`src/rtl/palette_loader.sv`:
```
// Streams a 64-entry RGB palette from the ioctl download channel into the
// writable palette RAM, gating writes to vblank when that RAM is on screen.
module palette_loader #(
   parameter int unsigned FIFO_DEPTH = 4,
   parameter int unsigned PAL_SLOT   = 14
) (
   input  logic        clk,
   input  logic        reset_n,
   input  logic        ioctl_download,
   input  logic        ioctl_wr,
   input  logic [24:0] ioctl_addr,
   input  logic [7:0]  ioctl_dout,
   output logic        ioctl_wait,
   input  logic [3:0]  palette,
   input  logic        vblank,
   output logic        load_color,
   output logic [23:0] load_color_data,
   output logic [5:0]  load_color_index,
   output logic        pal_loaded,
   output logic        seq_err
);

   localparam int unsigned PTR_W      = $clog2(FIFO_DEPTH);
   localparam int unsigned CNT_W      = PTR_W + 1;
   localparam int unsigned FILE_BYTES = 192;
   localparam int unsigned ENTRIES    = 64;
   localparam int unsigned ENTRY_W    = 30;

   typedef enum logic [1:0] {
      IDLE  = 2'd0,
      LOAD  = 2'd1,
      DRAIN = 2'd2
   } state_t;

   state_t             state;
   logic               dl_q;
   logic [7:0]         byte_cnt;
   logic [1:0]         comp;
   logic [5:0]         ent_idx;
   logic [6:0]         wr_cnt;
   logic [7:0]         red;
   logic [7:0]         grn;
   logic [ENTRY_W-1:0] mem [FIFO_DEPTH];
   logic [PTR_W-1:0]   wr_ptr;
   logic [PTR_W-1:0]   rd_ptr;
   logic [CNT_W-1:0]   count;

   logic dl_rise;
   logic dl_fall;
   logic permit;
   logic fifo_full;
   logic addr_in_file;
   logic addr_match;
   logic accept;
   logic bad_seq;
   logic push;
   logic pop;

   // Per-cycle strobes; a download restart suppresses all FIFO traffic that cycle.
   always_comb begin
      dl_rise      = ioctl_download & ~dl_q;
      dl_fall      = ~ioctl_download & dl_q;
      permit       = (palette != 4'(PAL_SLOT)) | vblank;
      fifo_full    = (count == CNT_W'(FIFO_DEPTH));
      addr_in_file = (ioctl_addr < 25'(FILE_BYTES));
      addr_match   = (ioctl_addr == 25'(byte_cnt));
      accept       = (state == LOAD) & ~dl_rise & ioctl_wr & addr_in_file & addr_match;
      bad_seq      = (state == LOAD) & ~dl_rise & ioctl_wr & addr_in_file & ~addr_match;
      pop          = (state != IDLE) & ~dl_rise & (count != '0) & permit;
      push         = accept & (comp == 2'd2) & (~fifo_full | pop);
   end

   always_ff @(posedge clk) begin
      if (push) mem[wr_ptr] <= {ent_idx, red, grn, ioctl_dout};
   end

   // Edge detector resets high so a download already in progress at reset
   // release is not mistaken for a new one.
   always_ff @(posedge clk or negedge reset_n) begin
      if (!reset_n) begin
         state            <= IDLE;
         dl_q             <= 1'b1;
         byte_cnt         <= '0;
         comp             <= '0;
         ent_idx          <= '0;
         wr_cnt           <= '0;
         red              <= '0;
         grn              <= '0;
         wr_ptr           <= '0;
         rd_ptr           <= '0;
         count            <= '0;
         ioctl_wait       <= 1'b0;
         load_color       <= 1'b0;
         load_color_data  <= '0;
         load_color_index <= '0;
         pal_loaded       <= 1'b0;
         seq_err          <= 1'b0;
      end else begin
         dl_q       <= ioctl_download;
         load_color <= pop;
         ioctl_wait <= (count >= CNT_W'(FIFO_DEPTH - 1));

         if (pop) begin
            load_color_index <= mem[rd_ptr][29:24];
            load_color_data  <= mem[rd_ptr][23:0];
            rd_ptr           <= rd_ptr + PTR_W'(1);
            if (wr_cnt != 7'(ENTRIES)) wr_cnt <= wr_cnt + 7'd1;
            if (wr_cnt == 7'(ENTRIES - 1)) pal_loaded <= 1'b1;
         end

         if (push) wr_ptr <= wr_ptr + PTR_W'(1);
         if (push & ~pop)      count <= count + CNT_W'(1);
         else if (pop & ~push) count <= count - CNT_W'(1);

         if (accept) begin
            byte_cnt <= byte_cnt + 8'd1;
            case (comp)
               2'd0: begin
                  red  <= ioctl_dout;
                  comp <= 2'd1;
               end
               2'd1: begin
                  grn  <= ioctl_dout;
                  comp <= 2'd2;
               end
               default: begin
                  comp    <= 2'd0;
                  ent_idx <= ent_idx + 6'd1;
               end
            endcase
         end

         if (bad_seq) seq_err <= 1'b1;

         case (state)
            LOAD:    if (dl_fall) state <= DRAIN;
            DRAIN:   if (count == '0) state <= IDLE;
            default: state <= state;
         endcase

         // A new download restarts from a clean slate, whatever the state.
         if (dl_rise) begin
            state      <= LOAD;
            wr_ptr     <= '0;
            rd_ptr     <= '0;
            count      <= '0;
            byte_cnt   <= '0;
            comp       <= '0;
            ent_idx    <= '0;
            wr_cnt     <= '0;
            pal_loaded <= 1'b0;
            seq_err    <= 1'b0;
            ioctl_wait <= 1'b0;
         end
      end
   end

endmodule

```
`config.mk`:
```
export PLATFORM = sky130hd
export DESIGN_NAME = palette_loader
export DESIGN_NICKNAME = d
export VERILOG_FILES = /design/src/rtl/palette_loader.sv
export SDC_FILE = /design/constraint.sdc
export NUM_CORES = 1
export LEC_CHECK = 0
export ABC_AREA = 1
export BUFFER_PORTS_ARGS = -buffer_cell sky130_fd_sc_hd__buf_4
export CORE_MARGIN = 5
export CORE_UTILIZATION = 35
export CTS_BUF_LIST = sky130_fd_sc_hd__clkbuf_8
export DETAILED_ROUTE_END_ITERATION = 8
export PLACE_DENSITY = 0.48
export SLEW_MARGIN = 20
export SYNTH_ARGS = -nofsm -noshare
export SYNTH_HDL_FRONTEND = slang
export SYNTH_SLANG_ARGS = --single-unit
```
`constraint.sdc`:
```
create_clock -name clk -period 3.7 [get_ports clk]
set_input_delay 0.185 -clock clk [delete_from_list [all_inputs] [get_ports clk]]
set_output_delay 0.185 -clock clk [all_outputs]
set_load 0.1 [all_outputs]
```
==> results of run 1 <==
==> stage by stage <==
step	setup slack, ns	hold slack [ns]	std cells	util	power (W)
after floorplan	0.323	-0.111	802	-	0.00263
after global placement	0.940	0.324	1178	0.393	0.00273
after detailed placement	0.926	0.320	1178	0.393	0.00273
after CTS	0.897	0.122	1253	0.424	0.00467
after global routing	0.643	0.164	1253	0.424	0.00481
final	0.965	0.161	1253	0.424	0.00459
==> cells in the final DEF, fill, tap and decap left out, types with 2 or more instances in the layout <==
| cell | instances |
|---|---|
| nor2_1 | 179 |
| edfxtp_1 | 120 |
| nand2_1 | 87 |
| buf_4 | 85 |
| dfrtp_1 | 81 |
| inv_1 | 75 |
| o21ai_0 | 68 |
| clkbuf_8 | 40 |
| a31oi_1 | 30 |
| nand3_1 | 25 |
| o21ai_2 | 14 |
| inv_2 | 11 |
| nor2_2 | 11 |
| a21oi_1 | 11 |
| nand4_1 | 10 |
| dlygate4sd3_1 | 10 |
| o21ai_1 | 9 |
| ha_1 | 9 |
| nor3_1 | 7 |
| xor2_1 | 7 |
| o31ai_1 | 5 |
| nand3_2 | 4 |
| nor2_4 | 3 |
| nand2_2 | 3 |
| xnor2_1 | 2 |
| nand4_4 | 2 |
| nor4_1 | 2 |
| buf_12 | 2 |
==> cell type report <==
type | instances | area, um^2 | area share
tap | 324 | 405 | 0.0393
sequential | 203 | 5680 | 0.551
timing repair buffer | 97 | 778 | 0.0754
clock inverter | 25 | 111 | 0.0108
inverter | 65 | 244 | 0.0236
clock buffer | 40 | 551 | 0.0533
multi-input combinational | 499 | 2550 | 0.247
==> worst max-delay path, stage by stage, from the launching register on <==
cell       delay, ns
dfstp_2         0.51
inv_1           0.03
ha_1            0.20
buf_4           0.23
inv_2           0.10
o2111ai_4       0.17
inv_2           0.36
nor2_1          0.14
fa_1            0.40
xnor2_1         0.20
inv_1           0.06
nand2_1         0.06
nand2_1         0.05
nand2_1         0.06
nand2_1         0.05
==> registers in the layout, summed over array words and instances (netlist names), 3 cells and up <==
| register | cells |
|---|---|
| load_color_index | 6 |
| ent_idx | 6 |
| grn | 8 |
| byte_cnt | 8 |
| mem | 120 |
| red | 8 |
| count | 3 |
| wr_cnt | 7 |
| load_color_data | 24 |
==> power by group <==
group / total, W / switching [W] / internal [W]
sequential: 0.00246 / 0.0000420 / 0.00242
clock: 0.00189 / 0.000897 / 0.000998
combinational: 0.000231 / 0.000140 / 0.0000910
==> per-layer routing <==
layer	share of wire	global-route usage	vias up
li1	-	-	2935
met1	0.45	0.187	2756
met2	0.50	0.243	110
met3	0.038	0.0297	34
met4	0.018	0.0398	0
met5	0	0	-
==> worst max path at each step <==
stage	start	to	slack [ns]
2_1_floorplan	dl_q	mem[0][0]	0.32
3_3_place_gp	dl_q	count[2]	0.94
3_5_place_dp	dl_q	mem[1][5]	0.93
4_1_cts	dl_q	mem[1][22]	0.90
5_1_grt	dl_q	count[2]	0.64
6_report	dl_q	count[2]	0.96
==> kinds of logic (layout without fill, tap and decap cells) <==
group / Yosys count / count (layout) / synth area share
flops: 203 / 203 / 0.658
simple gates: 339 / 339 / 0.173
buf+inv: 100 / 227 / 0.0481
compound gates: 141 / 141 / 0.0971
xor+xnor: 9 / 9 / 0.00913
fa+ha+maj: 10 / 10 / 0.0154
==> metrics.md, run 1 <==
| Metric | Value |
|---|---|
| Worst-path clk slew | `0.06 ns` |
| Max Cap Violations | `0` |
| Post-route ant nets | `0` |
| Initial Util | `0.355` |
| Clock sink count | `a little over 200` |
| Initial antenna violation count | `0` |
| Status | `finished, final reports clean` |
| Ys flop type | `edfxtp_1` |
| Wire length per cell | `around 16 um` |
| Post-layout minimum cycle time | `about 2.7 ns` |
| DRT Pass-1 Iters | `4` |
| Vias in the first global route | `about 6000` |
| Residual DRC count | `0` |
| Most common cell in the synthesized netlist | `nor2_1` |
| FF-to-FF path depth | `14` |
| Hold EP | `comp[1]` |
| Arrival time at the worst endpoint | `roughly 3.1 ns` |
| Netlist cell types | `40` |
| H-tree levels | `2` |
| Die Height | `~170 um` |
| RSZ-0062 raised after global routing | `false` |
| FILL cells | `2330` |
| First-pass GRT wire length | `32.2 mm` |
| Layout area overhead | `19.5%` |
| GRT Util Overall | `0.143` |
| Max_slew headroom | `0.371` |
| RR Startpoint | `dl_q` |
| CTS Hold Bufs | `10` |
| Seq/Total Area, Yosys | `0.658` |
| Period utilization | `0.739` |
| Die Span X | `about 170 um` |
| Clk_skew | `approximately 0.021 ns` |
| Finished layout cell area | `10300 um^2` |
| Largest area contributor in the netlist | `edfxtp_1` |
| Vias post-DR | `around 6000` |
| Post-synthesis cell area | `~8600 um^2` |
| Hold Vio Cnt, Final | `0` |
| Synth async-reset ratio | `0.409` |
| Power Density | `444 nW/um^2` |
| Post-CTS Setup Bufs | `0` |
| CP Capture Type | `flop` |
| Classification of the worst setup path | `flop to flop` |
| Grt ovf | `0` |
| RR Endpoint | `count[2]` |
| Skew-Pair Late Insertion Delay | `approximately 0.53 ns` |
| Synth Area per Inst | `approximately 11 um^2` |
| Top cells by count, synth | `nor2_1 (183), edfxtp_1 (120), nand2_1 (87), dfrtp_1 (82), o21ai_0 (68)` |
| Max Clk Rate | `about 370 MHz` |
| IO buf count | `75` |
| Mapped Cells | `~800` |
| Area contributors post-synth | `edfxtp_1 (42%), dfrtp_1 (24%), nor2_1 (8.0%), o21ai_0 (3.9%), nand2_1 (3.8%)` |
| Layout cells sized above 1 | `0.201` |
| Worst vdd ir | `229 uV` |
| CORE AREA | `around 24000 um^2` |
| Placed inst area | `around 9600 um^2` |
| Post-synth top area share | `0.417` |
| R2R setup slack | `a little under 1 ns` |
| Crit path required time | `about 4.1 ns` |
| Hold Crit Depth | `6` |
| Worst slew pin tran | `between 0.9 and 1 ns` |
| Layout Nets | `around 950` |
| Net Count, Synth | `~850` |
| Worst-path fanout max | `22` |
| Register bit total from synthesis | `around 200` |
| Worst hold start | `ioctl_addr[12]` |
| WL final | `a little under 20 mm` |
| Lkg Pwr | `4.42 nW` |
| Clk root buf | `clkbuf_8` |
| Setup violations, final | `0` |
| CTS Buffer Depth | `3` |
| # rows | `57` |
| Post-DP HPWL | `about 12 mm` |
| Iter 0 DRT Violations | `~310` |
| CTS buffer count | `36` |
| Gp weighted congestion | `about 0.79` |
| Cells resized by post-CTS repair | `0` |
| Syn. warnings | `0` |
| Die area | `about 28000 um^2` |
| CTS tree | `done` |
| Hold WC Path Type | `primary input to flop` |
| Slew Limit Fails | `0` |
| Ant diodes | `0` |
| IO Pins | `76` |
| Final setup TNS | `0 ns` |
| Worst Setup Start Kind | `flop` |
| EDFF count, synth | `120` |
| Via-to-Cell Ratio | `4.66` |
| Largest net degree at the start of global routing | `67` |
(Power assumes the default switching activity.)
==> run 2, diff against run 1 <==
==> constraint.sdc (replaced) <==
create_clock -name clk -period 2.73 [get_ports clk]
set_input_delay 0.1365 -clock clk [delete_from_list [all_inputs] [get_ports clk]]
set_output_delay 0.1365 -clock clk [all_outputs]
set_load 0.1 [all_outputs]
==> run 2 against run 1 <==
Against the previous run:
- combinational power up 35%
- critical endpoint unchanged
- wire length down 1.7%
- via count rose by 0.50%
- non-clock buffer count is 6 higher
- critical path depth rose by 1
- register-to-register slack got worse by 0.73 ns
- cell area is 1.5% higher
- maximum frequency increased by 9.4%
- largest cell class unchanged
==> metrics.md, run 2 (synthesis results as in run 1) <==
| Metric | Value |
|---|---|
| Die area | `27900 um^2` |
| Setup violations, final | `0` |
| Die Span X | `about 170 um` |
| Layout Nets | `~960` |
| GRT Util Overall | `0.140` |
| Final setup TNS | `0 ns` |
| IO Pins | `76` |
| Most common cell after layout, fill and taps aside | `nor2_1` |
| Initial Util | `0.355` |
| Arrival time at the worst endpoint | `a little under 3 ns` |
| H-tree levels | `2` |
| Post-layout minimum cycle time | `roughly 2.5 ns` |
| Worst Setup Start Kind | `flop` |
| Worst slew pin tran | `0.709 ns` |
| Post-CTS Setup Bufs | `0` |
| Gp weighted congestion | `between 0.7 and 0.8` |
| Largest register by flop count | `mem` |
| Post-route ant nets | `0` |
| CTS buffer count | `38` |
| Slew Limit Fails | `0` |
| Largest registers | `mem: 120 flops, load_color_data: 24 flops` |
| IO buf count | `75` |
| Clock sink count | `~200` |
| Max Cap Violations | `0` |
| Clk root buf | `clkbuf_8` |
| Worst slack at placement | `0.206 ns` |
| Layout area overhead | `21.3%` |
| Vias post-DR | `approximately 5900` |
| Skew-Pair Late Insertion Delay | `0.54 ns` |
| Iter 0 DRT Violations | `a little under 300` |
| Wire length per cell | `~15 um` |
| GR Layer Usage met1 | `0.175` |
| Pwr Total | `around 0.0064 W` |
| WL final | `a little under 20 mm` |
| GRT Max-Usage Layer | `met2` |
| Worst-path fanout max | `6` |
| DRT Pass-1 Iters | `4` |
| Largest net degree at the start of global routing | `between 60 and 70` |
| Clk_skew | `0.0231 ns` |
| Worst vdd ir | `around 290 uV` |
| Initial antenna violation count | `0` |
| Vias in the first global route | `5927` |
| Hold Vio Cnt, Final | `0` |
| Power Density | `slightly above 600 nW/um^2` |
| Via-to-Cell Ratio | `approximately 4.6` |
| First-pass GRT wire length | `31.9 mm` |
| FILL cells | `2345` |
| Max_slew headroom | `0.527` |
| Classification of the worst setup path | `flop to flop` |
| Layout cells sized above 1 | `0.213` |
| Period utilization | `0.916` |
| Max Clk Rate | `about 400 MHz` |
| Hold WC Path Type | `primary input to flop` |
| CORE AREA | `approximately 24000 um^2` |
| Lkg Pwr | `~4.4 nW` |
| Ant diodes | `0` |
| Post-DP HPWL | `~12 mm` |
| CP Capture Type | `flop` |
| Die Height | `~170 um` |
| Flip-flop count of the largest register after layout | `between 100 and 150` |
| CTS Buffer Depth | `3` |
| # rows | `between 50 and 60` |
| Setup slack after layout | `0.230 ns` |
| Status | `finished, final reports clean` |
| RSZ-0062 raised after global routing | `false` |
| Residual DRC count | `0` |
| Grt ovf | `0` |
| Crit path required time | `3.20 ns` |
| Most frequent cells in the layout | `nor2_1 (178), edfxtp_1 (120), nand2_1 (87), buf_4 (87), dfrtp_1 (81)` |
| GRT met2 Usage | `0.241` |
| CTS tree | `done` |
| Worst-path clk slew | `about 0.06 ns` |
| Met3 Resource Use GR | `0.0314` |
run 2: layout make-up:
cell class	instances	area [um^2]	share of cell area
clock buffers	41	564	0.0538
clock inverters	28	158	0.0150
inverters	65	244	0.0233
multi-input cells	499	2550	0.244
flip-flops and latches	203	5680	0.542
well taps	324	405	0.0387
repair buffers	103	873	0.0833
run 2: what timing repair did:
item / CTS / global route
hold endpoints to repair: 95 / 0
setup endpoints to repair: 0 / 1
hold buffers: 10 / 0
gates resized for setup: 0 / 1
run 2: through the flow:
| stage | cells | hold WS, ns | instance area (um^2) | utilization |
|---|---|---|---|---|
| after CTS | 1263 | 0.106 | 10500 | 0.431 |
| after global placement | 1184 | 0.240 | 9660 | 0.397 |
| after floorplan | 802 | -0.159 | 8650 | - |
| final | 1263 | 0.129 | 10500 | 0.431 |
| after detailed placement | 1184 | 0.254 | 9660 | 0.397 |
| after global routing | 1263 | 0.144 | 10500 | 0.431 |
run 2: critical path: stages (launching register included):
cell and delay [ns]:
dfstp_2 0.51, inv_1 0.04, ha_1 0.26, nor2_2 0.15, nand4_1 0.13, nor4_4 0.17, nand2_1 0.09, nor2_2 0.13
nand3_2 0.17, nor2_2 0.14, fa_1 0.19, xnor2_1 0.15, nand4_1 0.13, nand2_1 0.09, nand2_1 0.05, nand2_1 0.05
run 2: worst paths after layout:
check,from,end,slack [ns],depth (start not counted)
max in group asynchronous,reset_n,grn[5],1.86,3
hold reg to reg,seq_err,seq_err,0.51,2
min in group asynchronous,reset_n,load_color_data[17],0.21,2
setup reg to reg,dl_q,count[2],0.23,15
hold / removal,ioctl_addr[7],seq_err,0.13,6
setup / recovery,dl_q,count[2],0.23,15
run 2: power breakdown:
group	internal (W)	switching [W]
sequential	0.00328	0.0000550
clock	0.00150	0.00129
combinational	0.000125	0.000187
run 2: layer usage:
layer,vias up,share of wire
met4,0,0.027
met1,2772,0.44
met2,95,0.49
met5,-,0
met3,43,0.038
li1,2954,-
==> run 3, diff against run 2 <==
--- a/config.mk
+++ b/config.mk
@@ -7,10 +7,10 @@
 export LEC_CHECK = 0
 export ABC_AREA = 1
 export BUFFER_PORTS_ARGS = -buffer_cell sky130_fd_sc_hd__buf_4
-export CORE_MARGIN = 5
 export CORE_UTILIZATION = 35
 export CTS_BUF_LIST = sky130_fd_sc_hd__clkbuf_8
 export DETAILED_ROUTE_END_ITERATION = 8
+export GPL_TIMING_DRIVEN = 0
 export PLACE_DENSITY = 0.48
 export SLEW_MARGIN = 20
 export SYNTH_ARGS = -nofsm -noshare
==> constraint.sdc (replaced) <==
create_clock -name clk -period 2.73 [get_ports clk]
set_input_delay 0.1365 -clock clk [delete_from_list [all_inputs] [get_ports clk]]
set_output_delay 0.1365 -clock clk [all_outputs]
set_load 0.05 [all_outputs]
==> run 3 against run 2 <==
Against the previous run:
- global-route usage is 3.5 points higher
- maximum frequency down 3.7%
- sequential share of layout area is 2.3 points lower
- combinational power grew 5%
- largest cell class unchanged
- highest routed layer unchanged
==> metrics.md, run 3 (synthesis results as in run 1) <==
| Metric | Value |
|---|---|
| Largest register by flop count | `mem` |
| Residual DRC count | `0` |
| RSZ-0062 raised after global routing | `false` |
| Gp weighted congestion | `0.754` |
| Post-route ant nets | `0` |
| Grt ovf | `0` |
| Crit path required time | `around 3 ns` |
| Worst slew pin tran | `roughly 0.86 ns` |
| Wire length per cell | `16.3 um` |
| Worst Setup Start Kind | `flop` |
| First-pass GRT wire length | `34.3 mm` |
| IO Pins | `76` |
| Hold WC Path Type | `primary input to flop` |
| Layout cells sized above 1 | `0.228` |
| Initial antenna violation count | `0` |
| Layout Cells excl Fill | `1308` |
| # rows | `57` |
| WL final | `roughly 21 mm` |
| Finished layout cell area | `roughly 11000 um^2` |
| Arrival time at the worst endpoint | `~2.8 ns` |
| CP Capture Type | `flop` |
| Clock sink count | `203` |
| Vias post-DR | `~6000` |
| Worst vdd ir | `526 uV` |
| Max_slew headroom | `0.426` |
| Die area | `25300 um^2` |
| H-tree levels | `2` |
| IO buf count | `between 70 and 80` |
| Worst-path clk slew | `0.05 ns` |
| Flip-flop count of the largest register after layout | `120` |
| Most common cell after layout, fill and taps aside | `nor2_1` |
| Die Height | `between 150 and 200 um` |
| Most frequent cells in the layout | `nor2_1 (178), edfxtp_1 (120), buf_4 (89)` |
| Placed Instances | `about 1200` |
| Status | `finished, final reports clean` |
| Period utilization | `0.951` |
| CTS buffer count | `37` |
| Min Hold Slack | `~0.13 ns` |
| Setup violations, final | `0` |
| Worst-path fanout max | `8` |
| Power Density | `590 nW/um^2` |
| CTS tree | `done` |
| FILL cells | `~2300` |
| DRT Pass-1 Iters | `4` |
| Iter 0 DRT Violations | `around 300` |
| Vias in the first global route | `6252` |
| Ant diodes | `0` |
| Placed inst area | `9740 um^2` |
| Largest registers | `mem: 120 flops, load_color_data: 24 flops` |
| Lkg Pwr | `around 4.6 nW` |
| Initial Util | `0.356` |
| Worst slack at placement | `-0.536 ns` |
| Clk_skew | `0.0165 ns` |
| Max Cap Violations | `0` |
| Die Span X | `~160 um` |
| Largest net degree at the start of global routing | `84` |
| Util after Layout | `0.451` |
| Skew-Pair Late Insertion Delay | `~0.52 ns` |
| Layout area overhead | `26.7%` |
| Classification of the worst setup path | `flop to flop` |
| Clk root buf | `clkbuf_8` |
| Max Clk Rate | `between 300 and 400 MHz` |
| Post-DP HPWL | `approximately 14 mm` |
| Post-layout minimum cycle time | `2.60 ns` |
| GRT Util Overall | `0.175` |
| Setup slack after layout | `approximately 0.13 ns` |
| CTS Buffer Depth | `3` |
| CORE AREA | `between 20000 and 25000 um^2` |
| Hold Vio Cnt, Final | `0` |
| Via-to-Cell Ratio | `roughly 4.7` |
| Slew Limit Fails | `0` |
| Layout Nets | `slightly above 1000` |
## run 3: changes by cell type in the layout (fill, tap and decap cells not counted), sizes merged
| cell | before | now |
|---|---|---|
| inv | 85 | 86 |
| buf | 93 | 118 |
| clkinv | 7 | 3 |
| clkbuf | 41 | 64 |
## run 3: area by class of cell
cell class | instances | area, um^2 | share of cell area
sequential | 203 | 5680 | 0.519
buffer | 35 | 184 | 0.0168
inverter | 65 | 246 | 0.0225
clock inverter | 25 | 136 | 0.0125
timing repair buffer | 114 | 1090 | 0.0995
clock buffer | 43 | 592 | 0.0541
tap | 324 | 405 | 0.0370
multi-input combinational | 499 | 2610 | 0.238
## run 3: worst max-delay path, cell delays in order, from the launching register on
cell and delay (ns):
dfstp_2 0.52, inv_2 0.04, ha_4 0.14, buf_6 0.12, nor2_4 0.07, nand4_1 0.12
nor4_4 0.24, nand2_1 0.15, nor2_4 0.16, nand3_4 0.11, buf_6 0.15, nor2_4 0.12
buf_12 0.14, buf_12 0.10, buf_16 0.13
## run 3: power by group
group          internal [W]  switching, W  total, W
logic              0.000129      0.000198  0.000327
clock network       0.00154       0.00126   0.00280
registers           0.00328     0.0000558   0.00333
total               0.00495       0.00151   0.00646
## run 3: worst paths after layout
| path | slack, ns | end | from | cells past startpoint |
|---|---|---|---|---|
| worst max-delay path | 0.13 | mem[0][12] | dl_q | 14 |
| worst max register to register | 0.13 | mem[0][12] | dl_q | 14 |
| worst min register to register | 0.50 | pal_loaded | pal_loaded | 2 |
| min in group asynchronous | 0.25 | load_color_data[15] | reset_n | 2 |
| worst min-delay path | 0.13 | seq_err | ioctl_addr[7] | 6 |
| max in group asynchronous | 1.86 | load_color_data[23] | reset_n | 2 |
## run 3: per-layer routing
layer,global-route usage,up-vias,part of all wire
met4,0.0621,0,0.024
met1,0.222,2885,0.45
li1,-,3040,-
met2,0.301,116,0.49
met3,0.0305,42,0.036
met5,0,-,0
## run 3: what timing repair did
| item | 4_1_cts | 5_1_grt |
|---|---|---|
| hold buffers | 10 | 0 |
| pin swaps | 8 | 2 |
| buffers inserted | 19 | 4 |
| hold endpoints to repair | 129 | 0 |
| resized for setup | 15 | 2 |
| gates cloned | 2 | 0 |
| endpoints found under the setup margin | 122 | 121 |
## run 3: metrics by stage
stage	total power (W)	setup TNS, ns
after floorplan	0.00356	-22.58
final	0.00646	0
after global routing	0.00674	0
after detailed placement	0.00371	-40.92
after global placement	0.00370	-141.58
after CTS	0.00655	-0.0568
